## src/rtl/bcd_pkg.sv

```systemverilog
// Shared types and helpers for the BCD countdown timer.
package bcd_pkg;

    typedef enum logic [1:0] {
        IDLE   = 2'd0,
        RUN    = 2'd1,
        PAUSED = 2'd2,
        DONE   = 2'd3
    } state_t;

    localparam logic [3:0] BCD_MAX  = 4'd9;
    localparam logic [3:0] BCD_ZERO = 4'd0;

    function automatic logic is_bcd(input logic [3:0] digit);
        return digit <= BCD_MAX;
    endfunction

endpackage

```

## src/rtl/bcd_tick_div.sv

```systemverilog
// Prescaler: emits one tick every TICK_DIV enabled cycles; holds its phase while en is low.
module bcd_tick_div #(
    parameter int TICK_DIV = 1
) (
    input  logic clk,
    input  logic rst,
    input  logic clr,
    input  logic en,
    output logic tick
);

    localparam int W = (TICK_DIV > 1) ? $clog2(TICK_DIV) : 1;
    localparam logic [W-1:0] LAST = W'(TICK_DIV - 1);

    logic [W-1:0] cnt_reg;

    // With TICK_DIV = 1 the counter sits at 0 == LAST, so tick degenerates to en.
    assign tick = en && (cnt_reg == LAST);

    always_ff @(posedge clk) begin
        if (rst || clr) begin
            cnt_reg <= '0;
        end else if (en) begin
            cnt_reg <= tick ? '0 : cnt_reg + 1'b1;
        end
    end

endmodule

```

## src/rtl/bcd_down_timer.sv

```systemverilog
// Loadable two-digit BCD countdown timer with start/pause, prescaler, optional auto-reload.
module bcd_down_timer
    import bcd_pkg::*;
#(
    parameter int TICK_DIV    = 1,
    parameter bit AUTO_RELOAD = 1'b0
) (
    input  logic       clk,
    input  logic       rst,
    input  logic       load,
    input  logic [3:0] load_val1,
    input  logic [3:0] load_val0,
    input  logic       start,
    input  logic       pause,
    output logic [3:0] count1,
    output logic [3:0] count0,
    output logic       busy,
    output logic       done,
    output logic       load_err
);

    state_t     state_reg, state_next;
    logic [3:0] count1_reg, count1_next, count0_reg, count0_next;
    logic [3:0] reload1_reg, reload1_next, reload0_reg, reload0_next;
    logic       done_reg, done_next;
    logic       err_reg, err_next;
    logic       div_clr, div_en, tick;

    logic load_ok, count_zero, count_one, reload_zero;
    assign load_ok     = is_bcd(load_val1) && is_bcd(load_val0);
    assign count_zero  = (count1_reg == BCD_ZERO) && (count0_reg == BCD_ZERO);
    assign count_one   = (count1_reg == BCD_ZERO) && (count0_reg == 4'd1);
    assign reload_zero = (reload1_reg == BCD_ZERO) && (reload0_reg == BCD_ZERO);

    // A pending load or pause freezes the prescaler phase, so a coincident tick is dropped.
    assign div_en = (state_reg == RUN) && !load && !pause;

    bcd_tick_div #(.TICK_DIV(TICK_DIV)) u_div (
        .clk  (clk),
        .rst  (rst),
        .clr  (div_clr),
        .en   (div_en),
        .tick (tick)
    );

    always_ff @(posedge clk) begin
        if (rst) begin
            state_reg   <= IDLE;
            count1_reg  <= BCD_ZERO;
            count0_reg  <= BCD_ZERO;
            reload1_reg <= BCD_ZERO;
            reload0_reg <= BCD_ZERO;
            done_reg    <= 1'b0;
            err_reg     <= 1'b0;
        end else begin
            state_reg   <= state_next;
            count1_reg  <= count1_next;
            count0_reg  <= count0_next;
            reload1_reg <= reload1_next;
            reload0_reg <= reload0_next;
            done_reg    <= done_next;
            err_reg     <= err_next;
        end
    end

    always_comb begin
        state_next   = state_reg;
        count1_next  = count1_reg;
        count0_next  = count0_reg;
        reload1_next = reload1_reg;
        reload0_next = reload0_reg;
        done_next    = 1'b0;
        err_next     = err_reg;
        div_clr      = 1'b0;
        if (load) begin
            if (load_ok) begin
                count1_next  = load_val1;
                count0_next  = load_val0;
                reload1_next = load_val1;
                reload0_next = load_val0;
                err_next     = 1'b0;
                div_clr      = 1'b1;
                state_next   = IDLE;
            end else begin
                err_next = 1'b1;
            end
        end else begin
            case (state_reg)
                IDLE: begin
                    if (start && !pause && !count_zero) begin
                        state_next = RUN;
                        div_clr    = 1'b1;
                    end
                end
                RUN: begin
                    if (pause) begin
                        state_next = PAUSED;
                    end else if (tick) begin
                        if (count_one) begin
                            done_next = 1'b1;
                            if (AUTO_RELOAD && !reload_zero) begin
                                count1_next = reload1_reg;
                                count0_next = reload0_reg;
                            end else begin
                                count1_next = BCD_ZERO;
                                count0_next = BCD_ZERO;
                                state_next  = DONE;
                            end
                        end else if (count0_reg == BCD_ZERO) begin
                            count0_next = BCD_MAX;
                            count1_next = count1_reg - 4'd1;
                        end else begin
                            count0_next = count0_reg - 4'd1;
                        end
                    end
                end
                PAUSED: begin
                    if (start && !pause) begin
                        state_next = RUN;
                    end
                end
                default: ;
            endcase
        end
    end

    always_comb begin
        busy     = (state_reg == RUN);
        done     = done_reg;
        load_err = err_reg;
        count1   = count1_reg;
        count0   = count0_reg;
    end

endmodule

```

## config.mk

```make
export PLATFORM = sky130hd
export DESIGN_NAME = bcd_down_timer
export DESIGN_NICKNAME = d
export VERILOG_FILES = /design/src/rtl/bcd_pkg.sv /design/src/rtl/bcd_tick_div.sv /design/src/rtl/bcd_down_timer.sv
export SDC_FILE = /design/constraint.sdc
export NUM_CORES = 1
export LEC_CHECK = 0
export CORE_MARGIN = 2
export CORE_UTILIZATION = 46
export CTS_CLUSTER_DIAMETER = 100
export DETAILED_ROUTE_END_ITERATION = 8
export PLACE_DENSITY = 0.83
export SLEW_MARGIN = 20
export SYNTH_ARGS = -nofsm -noshare
export SYNTH_HDL_FRONTEND = slang
export SYNTH_SLANG_ARGS = --single-unit
```

## constraint.sdc

```tcl
create_clock -name clk -period 1.83 [get_ports clk]
set_input_delay 0.2745 -clock clk [delete_from_list [all_inputs] [get_ports clk]]
set_output_delay 0.2745 -clock clk [all_outputs]
set_load 0.005 [all_outputs]
```

==> results.sh, run 1 <==
export IMPL_yosysUniqueCellTypes=40
export IMPL_antenna_found_initial=0
export IMPL_cts_root_buf="clkbuf_4"
export IMPL_clkSinkCount=13
export IMPL_vias=906
export IMPL_synthCells=100
export IMPL_layout_nets=148
export IMPL_power_density_mw_per_mm2=659
export IMPL_required_ns=1.56
export IMPL_drive_above_1_share_pct=14.6
export IMPL_synth_top_family_by_area="compound AO/OA/AOI/OAI gates"
export IMPL_tightest_slew_ns=0.520
export IMPL_grt_pass1_wl_mm=3.77
export IMPL_diodes=0
export IMPL_avgViaCountPerCell=5.85
export IMPL_numPortBuffers=23
export IMPL_final_hold_viol_count=0
export IMPL_power_frac_comb_pct=35.7
export IMPL_pwr_share_seq_pct=41.4
export IMPL_grt_overflow=0
export IMPL_r2r_start="count0[0]"
export IMPL_dp_hpwl_mm=1.70
export IMPL_crit_type="reg2out"
export IMPL_r2r_end="count0[3]"
export IMPL_finalClockSkew_ns=0.000742
export IMPL_core_area_mm2=0.00175
export IMPL_clkPwrFrac_pct=22.9
export IMPL_startpoint_type="flop"
export IMPL_fmax_mhz=594
export IMPL_place_inst=151
export IMPL_period_minus_slack_ns=1.68
export IMPL_synth_area_mux_share_pct=0
export IMPL_cts_buffers=3
export IMPL_io_pin_count=24
export IMPL_routabilityCongestion=0.850
export IMPL_internal_power_mw=0.533
export IMPL_drv_cap=0
export IMPL_cts_setup_buffers=0
export IMPL_min_path_type="reg2reg"
export IMPL_clk_pin_slew_ns=0.08
export IMPL_drt_pass1_iter_count=4
export IMPL_relSlewSlack_pct=65.2
export IMPL_switchingPower_mw=0.254
export IMPL_fp_row_count=15
export IMPL_rr_worst_depth=6
export IMPL_seq_area_frac_synth_pct=30.0
export IMPL_drc=0
export IMPL_ant_nets=0
export IMPL_chipHeight_um=47.4
export IMPL_ys_flop_type="dfxtp_1"
export IMPL_die_area_mm2=0.00225
export IMPL_synth_compound_area_share_pct=37.8
export IMPL_drtIter0Drc=22
export IMPL_setup_viol=0
export IMPL_cp_arrival_ns=1.41
export IMPL_syn_area_um2=868
export IMPL_yosysWarnings=0
export IMPL_start_util_pct=49.7
export IMPL_synth_edf_count=0
export IMPL_final_util_pct=68.5
export IMPL_synth_xor_area_share_pct=0
export IMPL_holdPathEnd="load_err"
export IMPL_fillCellCount=164
export IMPL_area_growth_pct=37.6
export IMPL_worstSkewPairLatency_ns=0.27
export IMPL_timing_reg2reg_setup_slack_ns=0.18
export IMPL_yosys_area_share_simple_pct=21.0
export IMPL_grt_max_degree=19
export IMPL_synth_area_per_cell_um2=8.68
export IMPL_routed_wl_mm=2.25
export IMPL_crit_path_end_kind="primary output"
export IMPL_die_w_um=47.4
export IMPL_ys_ff_latch=13
export IMPL_final_cells=155
export IMPL_timing_final_ws_setup_ns=0.146
export IMPL_pre_cts_slack_ns=-0.107
export IMPL_synth_nets=117
export IMPL_cts_buffer_depth=2
export IMPL_critPathMaxFanout=4
export IMPL_synthArstFlopShare_pct=0
export IMPL_status="finished clean"
export IMPL_whs_path_depth=2
export IMPL_slew_viol_final=0
export IMPL_ir_drop_uv=447
export IMPL_hp_start="load_err"
export IMPL_cts_tree="built"
export IMPL_p_leak_nw=0.425
export IMPL_swShare_pct=32.3
export IMPL_period_share_pct=92.0
export IMPL_cts_max_level=1
export IMPL_grt_pass1_vias=863
export IMPL_synth_fa_ha_area_share_pct=5.76
export IMPL_routedWlPerCell_um=14.5
export IMPL_hold_slack_ns=0.486
export IMPL_grt_use_total_pct=23.4
metrics by stage:
step | total power [mW] | instance area [µm²] | TNS, ns
2_1_floorplan | 0.487 | 868 | 0
3_3_place_gp | 0.600 | 1160 | -0.182
3_5_place_dp | 0.606 | 1160 | -0.441
4_1_cts | 0.786 | 1190 | 0
5_1_grt | 0.834 | 1190 | -0.00918
6_report | 0.787 | 1190 | 0
critical path, cell delays in order (launching register included):
cell and delay (ns):
dfxtp_1 0.37, nor2b_1 0.23, clkdlybuf4s50_1 0.54
power by group through the flow:
stage               clock network, mW  registers (mW)  logic, mW
floorplan                           0           0.331      0.156
global route                    0.198           0.330      0.306
detailed placement                  0           0.332      0.274
finish                          0.180           0.326      0.281
CTS                             0.185           0.326      0.276
global placement                    0           0.331      0.268
placed cells by master (no fill, tap or decap), types with 2 or more instances in the layout:
| cell type | n |
|---|---|
| a211oi_1 | 7 |
| a21o_1 | 2 |
| a21oi_1 | 12 |
| a221oi_1 | 3 |
| buf_4 | 6 |
| clkbuf_4 | 3 |
| clkdlybuf4s50_1 | 23 |
| dfxtp_1 | 13 |
| ha_1 | 4 |
| inv_1 | 9 |
| nand2_1 | 3 |
| nand2b_1 | 3 |
| nor2_1 | 4 |
| nor2b_1 | 2 |
| nor3_1 | 2 |
| nor4b_1 | 2 |
| o211ai_1 | 3 |
| o21ai_0 | 2 |
| o31ai_1 | 2 |
| o32ai_1 | 3 |
how the worst max path moves through the flow:
stage	startpoint	end	slack [ns]	cells after the start
floorplan	count1[0]	count1[0]	0.29	6
global placement	load_val1[2]	count1[1]	-0.08	5
detailed placement	load_val1[2]	count1[1]	-0.11	5
CTS	count0[1]	count1[2]	0.12	6
global route	load_val1[2]	count1[1]	-0.009	5
finish	state_reg[0]	busy	0.15	2
cell usage after synthesis (all sizes together), types with 2 or more instances:
cell type	number	area (µm²)
nor2b	2	12.5
a21oi	13	68.8
a221oi	3	26.3
o21ai	2	10.0
o31ai	2	15.0
nand2b	3	18.8
inv	9	33.8
nor4b	3	32.5
ha	4	50.1
dfxtp	13	260
nor3	2	10.0
buf	2	10.0
a211oi	7	52.6
o32ai	3	26.3
nand2	4	17.5
nor2	5	26.3
o211ai	4	35.0
a21o	2	15.0
metal layers:
metal	vias to the layer above	track usage, %	share of wire, %
met5	-	0	0
met4	0	6.67	0.58
met3	2	3.77	4.0
met2	24	37.6	46
met1	430	32.5	49
li1	450	-	-
area by class of cell:
class	instances	area [µm²]	area share, %
multi-input cells	75	568	47.5
repair buffers	29	275	23.0
flip-flops and latches	13	260	21.8
inverters	9	33.8	2.83
well taps	25	31.3	2.62
clock buffers	4	26.3	2.20
logic make-up after synthesis:
logic type | Yosys count
adder cells (fa/ha/maj) | 4
AO/OA/AOI/OAI | 44
AND/OR/NAND/NOR | 27
buffers and inverters | 12
flip-flops | 13
repair_timing:
item                                    4_1_cts  5_1_grt
resized for setup                             0        1
endpoints found under the setup margin        0        1
hold buffers                                  0        0
Note: power is estimated with default switching activity, not from simulation.
==> run 2: changes to the inputs <==
CORE_UTILIZATION = 60   (was 46)
DONT_BUFFER_PORTS = 1   (was default)
PLACE_DENSITY = 0.82   (was 0.83)
==> results.sh, run 2 (synthesized netlist as in run 1, its figures left out) <==
export IMPL_status="finished clean"
export IMPL_tns_ns=0
export IMPL_slowest_delay_ns=0.39
export IMPL_ir_drop_uv=434
export IMPL_grt_use_total_pct=22.1
export IMPL_diodes=0
export IMPL_ant_nets=0
export IMPL_crit_buf_inv=1
export IMPL_seq_area_um2=260
export IMPL_required_ns=2.01
export IMPL_antenna_found_initial=0
export IMPL_power_density_mw_per_mm2=765
export IMPL_pre_cts_slack_ns=0.108
export IMPL_start_util_pct=65.1
export IMPL_cts_root_buf="clkbuf_4"
export IMPL_holdPathEnd="count0[0]"
export IMPL_grt_pass1_vias=734
export IMPL_place_inst=113
export IMPL_clk_pin_slew_ns=0.09
export IMPL_cts_buffer_depth=2
export IMPL_vias=818
export IMPL_drive_above_1_share_pct=13.7
export IMPL_crit_type="reg2reg"
export IMPL_fmax_mhz=601
export IMPL_area_growth_pct=5.33
export IMPL_period_minus_slack_ns=1.66
export IMPL_fillCellCount=126
export IMPL_grt_pass1_wl_mm=3.15
export IMPL_startpoint_type="flop"
export IMPL_drc=0
export IMPL_chipHeight_um=42.0
export IMPL_layout_common_cells="dfxtp_1 (13), a21oi_1 (12), inv_1 (9)"
export IMPL_final_util_pct=68.6
export IMPL_avgViaCountPerCell=6.99
export IMPL_grt_max_degree=26
export IMPL_core_area_mm2=0.00133
export IMPL_slew_viol_final=0
export IMPL_r2r_end="count1[0]"
export IMPL_p_leak_nw=0.315
export IMPL_io_pin_count=24
export IMPL_final_hold_viol_count=0
export IMPL_worstSkewPairLatency_ns=0.28
export IMPL_final_common_cell="dfxtp_1"
export IMPL_clkSinkCount=13
export IMPL_dp_hpwl_mm=1.35
export IMPL_cp_cell_sequence="inv_1 > ha_1 > and4bb_4 > o311a_2 > a311oi_1"
export IMPL_timing_final_ws_setup_ns=0.166
export IMPL_hp_start="rst"
export IMPL_final_cells=117
export IMPL_crit_path_end_kind="flop"
export IMPL_relSlewSlack_pct=65.8
export IMPL_routed_wl_mm=1.90
export IMPL_cts_buffers=3
export IMPL_period_share_pct=90.9
export IMPL_tightest_slew_ns=0.510
export IMPL_hold_slack_ns=0.0561
export IMPL_routabilityCongestion=0.838
export IMPL_grt_overflow=0
export IMPL_r2r_start="count0[1]"
export IMPL_setup_viol=0
export IMPL_timing_reg2reg_setup_slack_ns=0.17
export IMPL_rsz0062_at_grt="no"
export IMPL_cp_slowest_cell="dfxtp_1"
export IMPL_drv_cap=0
export IMPL_cts_max_level=1
export IMPL_die_area_mm2=0.00177
export IMPL_cp_arrival_ns=1.84
export IMPL_cts_tree="built"
export IMPL_min_path_type="in2reg"
export IMPL_path_delay_family="compound AO/OA/AOI/OAI gates"
export IMPL_whs_path_depth=1
export IMPL_drt_pass1_iter_count=4
export IMPL_fp_row_count=13
export IMPL_numPortBuffers=0
export IMPL_critPathMaxFanout=7
export IMPL_multi_input_area_um2=568
export IMPL_finalClockSkew_ns=0.00837
export IMPL_routedWlPerCell_um=16.3
export IMPL_die_w_um=42.0
export IMPL_rr_worst_depth=5
export IMPL_layout_nets=120
export IMPL_drtIter0Drc=16
-- run 2: cell count changes in the layout (fill, tap and decap cells not counted) --
cell / delta
buf_4: -5
clkdlybuf4s50_1: -23
-- run 2: how the worst max path moves through the flow --
stage,from,end,slack [ns],depth (start not counted)
3_3_place_gp,count0[1],count1[2],0.18,6
5_1_grt,count0[1],count0[0],0.07,6
6_report,count0[1],count1[0],0.17,5
4_1_cts,count0[1],count1[2],0.11,6
3_5_place_dp,count0[1],count1[2],0.11,6
2_1_floorplan,count1[0],count1[0],0.29,6
-- run 2: layout make-up --
cell class / count / share of cell area (%)
clock buffer: 4 / 2.87
inverter: 9 / 3.69
multi-input combinational: 75 / 62.1
sequential: 13 / 28.5
tap: 15 / 2.05
timing repair buffer: 1 / 0.821
-- run 2: report_power, final --
| group | leakage, nW | switching [mW] | internal (mW) |
|---|---|---|---|
| clock network | 0.0150 | 0.0971 | 0.0844 |
| logic | 0.193 | 0.103 | 0.0864 |
| registers | 0.107 | 0.0255 | 0.303 |
-- run 2: worst register-to-register path: stages, from the launching register on --
cell	delay [ns]
dfxtp_1	0.39
inv_1	0.10
ha_1	0.19
and4bb_4	0.24
o311a_2	0.37
a311oi_1	0.27
-- run 2: metal layers --
metal / routed length [µm] / up-vias / global-route usage [%]
met1: 861 / 384 / 30.9
met2: 887 / 35 / 33.4
met5: 0 / - / 0
met4: 10 / 0 / 6.25
met3: 144 / 2 / 6.03
li1: - / 397 / -
-- run 2: what timing repair did --
action | in CTS | in global routing
gates resized for setup | 0 | 1
setup buffers | 0 | 0
setup endpoints to repair | 0 | 2
hold buffers | 0 | 0
-- run 2: metrics by stage --
step,instance area (µm²),power [mW]
2_1_floorplan,868,0.487
3_3_place_gp,881,0.514
3_5_place_dp,881,0.517
4_1_cts,907,0.695
5_1_grt,915,0.742
6_report,915,0.700
==> run 3: changes to the inputs <==
RECOVER_POWER = 25   (was default)
==> results.sh, run 3 (synthesized netlist as in run 1, its figures left out) <==
export IMPL_cts_max_level=1
export IMPL_setup_viol=0
export IMPL_finalClockSkew_ns=0.00837
export IMPL_relSlewSlack_pct=65.7
export IMPL_diodes=0
export IMPL_fillCellCount=126
export IMPL_chipHeight_um=42.0
export IMPL_io_pin_count=24
export IMPL_whs_path_depth=1
export IMPL_drt_pass1_iter_count=4
export IMPL_clkSinkCount=13
export IMPL_worstSkewPairLatency_ns=0.28
export IMPL_layout_nets=120
export IMPL_internal_power_mw=0.474
export IMPL_ant_nets=0
export IMPL_rr_worst_depth=5
export IMPL_min_path_type="in2reg"
export IMPL_routed_wl_mm=1.90
export IMPL_crit_path_end_kind="flop"
export IMPL_cts_buffers=3
export IMPL_cts_buffer_depth=2
export IMPL_status="finished clean"
export IMPL_grt_util_met2_pct=33.4
export IMPL_required_ns=2.01
export IMPL_fmax_mhz=601
export IMPL_use_met3_pct=6.03
export IMPL_avgViaCountPerCell=6.99
export IMPL_cts_root_buf="clkbuf_4"
export IMPL_routedWlPerCell_um=16.3
export IMPL_cts_tree="built"
export IMPL_fin_area_um2=915
export IMPL_grt_overflow=0
export IMPL_slew_viol_final=0
export IMPL_clk_pin_slew_ns=0.09
export IMPL_p_leak_nw=0.315
export IMPL_dp_hpwl_mm=1.35
export IMPL_swShare_pct=32.3
export IMPL_grt_use_total_pct=22.1
export IMPL_die_area_mm2=0.00177
export IMPL_power_density_mw_per_mm2=765
export IMPL_timing_final_ws_setup_ns=0.166
export IMPL_clkPwrFrac_pct=26.0
export IMPL_pre_cts_slack_ns=0.108
export IMPL_drtIter0Drc=16
export IMPL_layout_common_cells="dfxtp_1 (13), a21oi_1 (12), inv_1 (9)"
export IMPL_ir_drop_uv=434
export IMPL_switchingPower_mw=0.226
export IMPL_startpoint_type="flop"
export IMPL_pwr_share_seq_pct=47.0
export IMPL_grt_busiest_layer="met2"
export IMPL_crit_type="reg2reg"
export IMPL_total_power_mw=0.699
export IMPL_antenna_found_initial=0
export IMPL_drive_above_1_share_pct=13.7
export IMPL_tns_ns=0
export IMPL_die_w_um=42.0
export IMPL_final_common_cell="dfxtp_1"
export IMPL_area_growth_pct=5.33
export IMPL_period_minus_slack_ns=1.66
export IMPL_numPortBuffers=0
export IMPL_grt_max_degree=26
export IMPL_power_frac_comb_pct=27.1
export IMPL_critPathMaxFanout=7
export IMPL_core_area_mm2=0.00133
export IMPL_vias=818
export IMPL_cp_arrival_ns=1.84
export IMPL_start_util_pct=65.1
export IMPL_grt_pass1_wl_mm=3.15
export IMPL_holdBufCountCts=0
export IMPL_drv_cap=0
export IMPL_rsz0062_at_grt="no"
export IMPL_period_share_pct=90.9
export IMPL_routabilityCongestion=0.838
export IMPL_final_hold_viol_count=0
export IMPL_fp_row_count=13
export IMPL_seq_area_um2=260
export IMPL_drc=0
export IMPL_grt_pass1_vias=734
export IMPL_multi_input_area_um2=568
export IMPL_tightest_slew_ns=0.512
export IMPL_place_area_um2=881
export IMPL_use_met1_pct=30.9
-- run 3: final timing paths --
check        startpoint         to  slack [ns]
min reg2reg    load_err   load_err        0.49
max           count0[1]  count1[0]        0.17
max reg2reg   count0[1]  count1[0]        0.17
min                 rst  count0[0]        0.06
-- run 3: critical path: stages (launching register included) --
cell	delay [ns]
dfxtp_1	0.39
inv_1	0.10
ha_1	0.19
and4bb_4	0.24
o311a_2	0.37
a311oi_1	0.27
-- run 3: power groups by stage --
stage / logic, mW / registers [mW] / clock network, mW
2_1_floorplan: 0.156 / 0.331 / 0
3_3_place_gp: 0.179 / 0.335 / 0
3_5_place_dp: 0.182 / 0.335 / 0
4_1_cts: 0.185 / 0.328 / 0.182
5_1_grt: 0.209 / 0.332 / 0.200
6_report: 0.190 / 0.328 / 0.182
-- run 3: final cells by class --
type	instances	share of cell area [%]
Sequential cell	13	28.5
Inverter	9	3.69
Tap cell	15	2.05
Timing Repair Buffer	1	0.821
Clock buffer	4	2.87
Multi-Input combinational cell	75	62.1
-- run 3: stage by stage --
stage          instances  util, %  hold slack (ns)
2_1_floorplan        100        -            0.393
3_3_place_gp         113     66.0            0.347
3_5_place_dp         113     66.0            0.348
4_1_cts              117     68.0           0.0558
5_1_grt              117     68.6           0.0422
6_report             117     68.6           0.0561
-- run 3: what timing repair did --
action | CTS | global route
resized for setup | 0 | 1
setup endpoints to repair | 0 | 2
setup buffers | 0 | 0
-- run 3: routing by layer --
layer	up-vias	wire length, µm
met5	-	0
met3	2	144
li1	397	-
met4	0	10
met1	384	861
met2	35	887
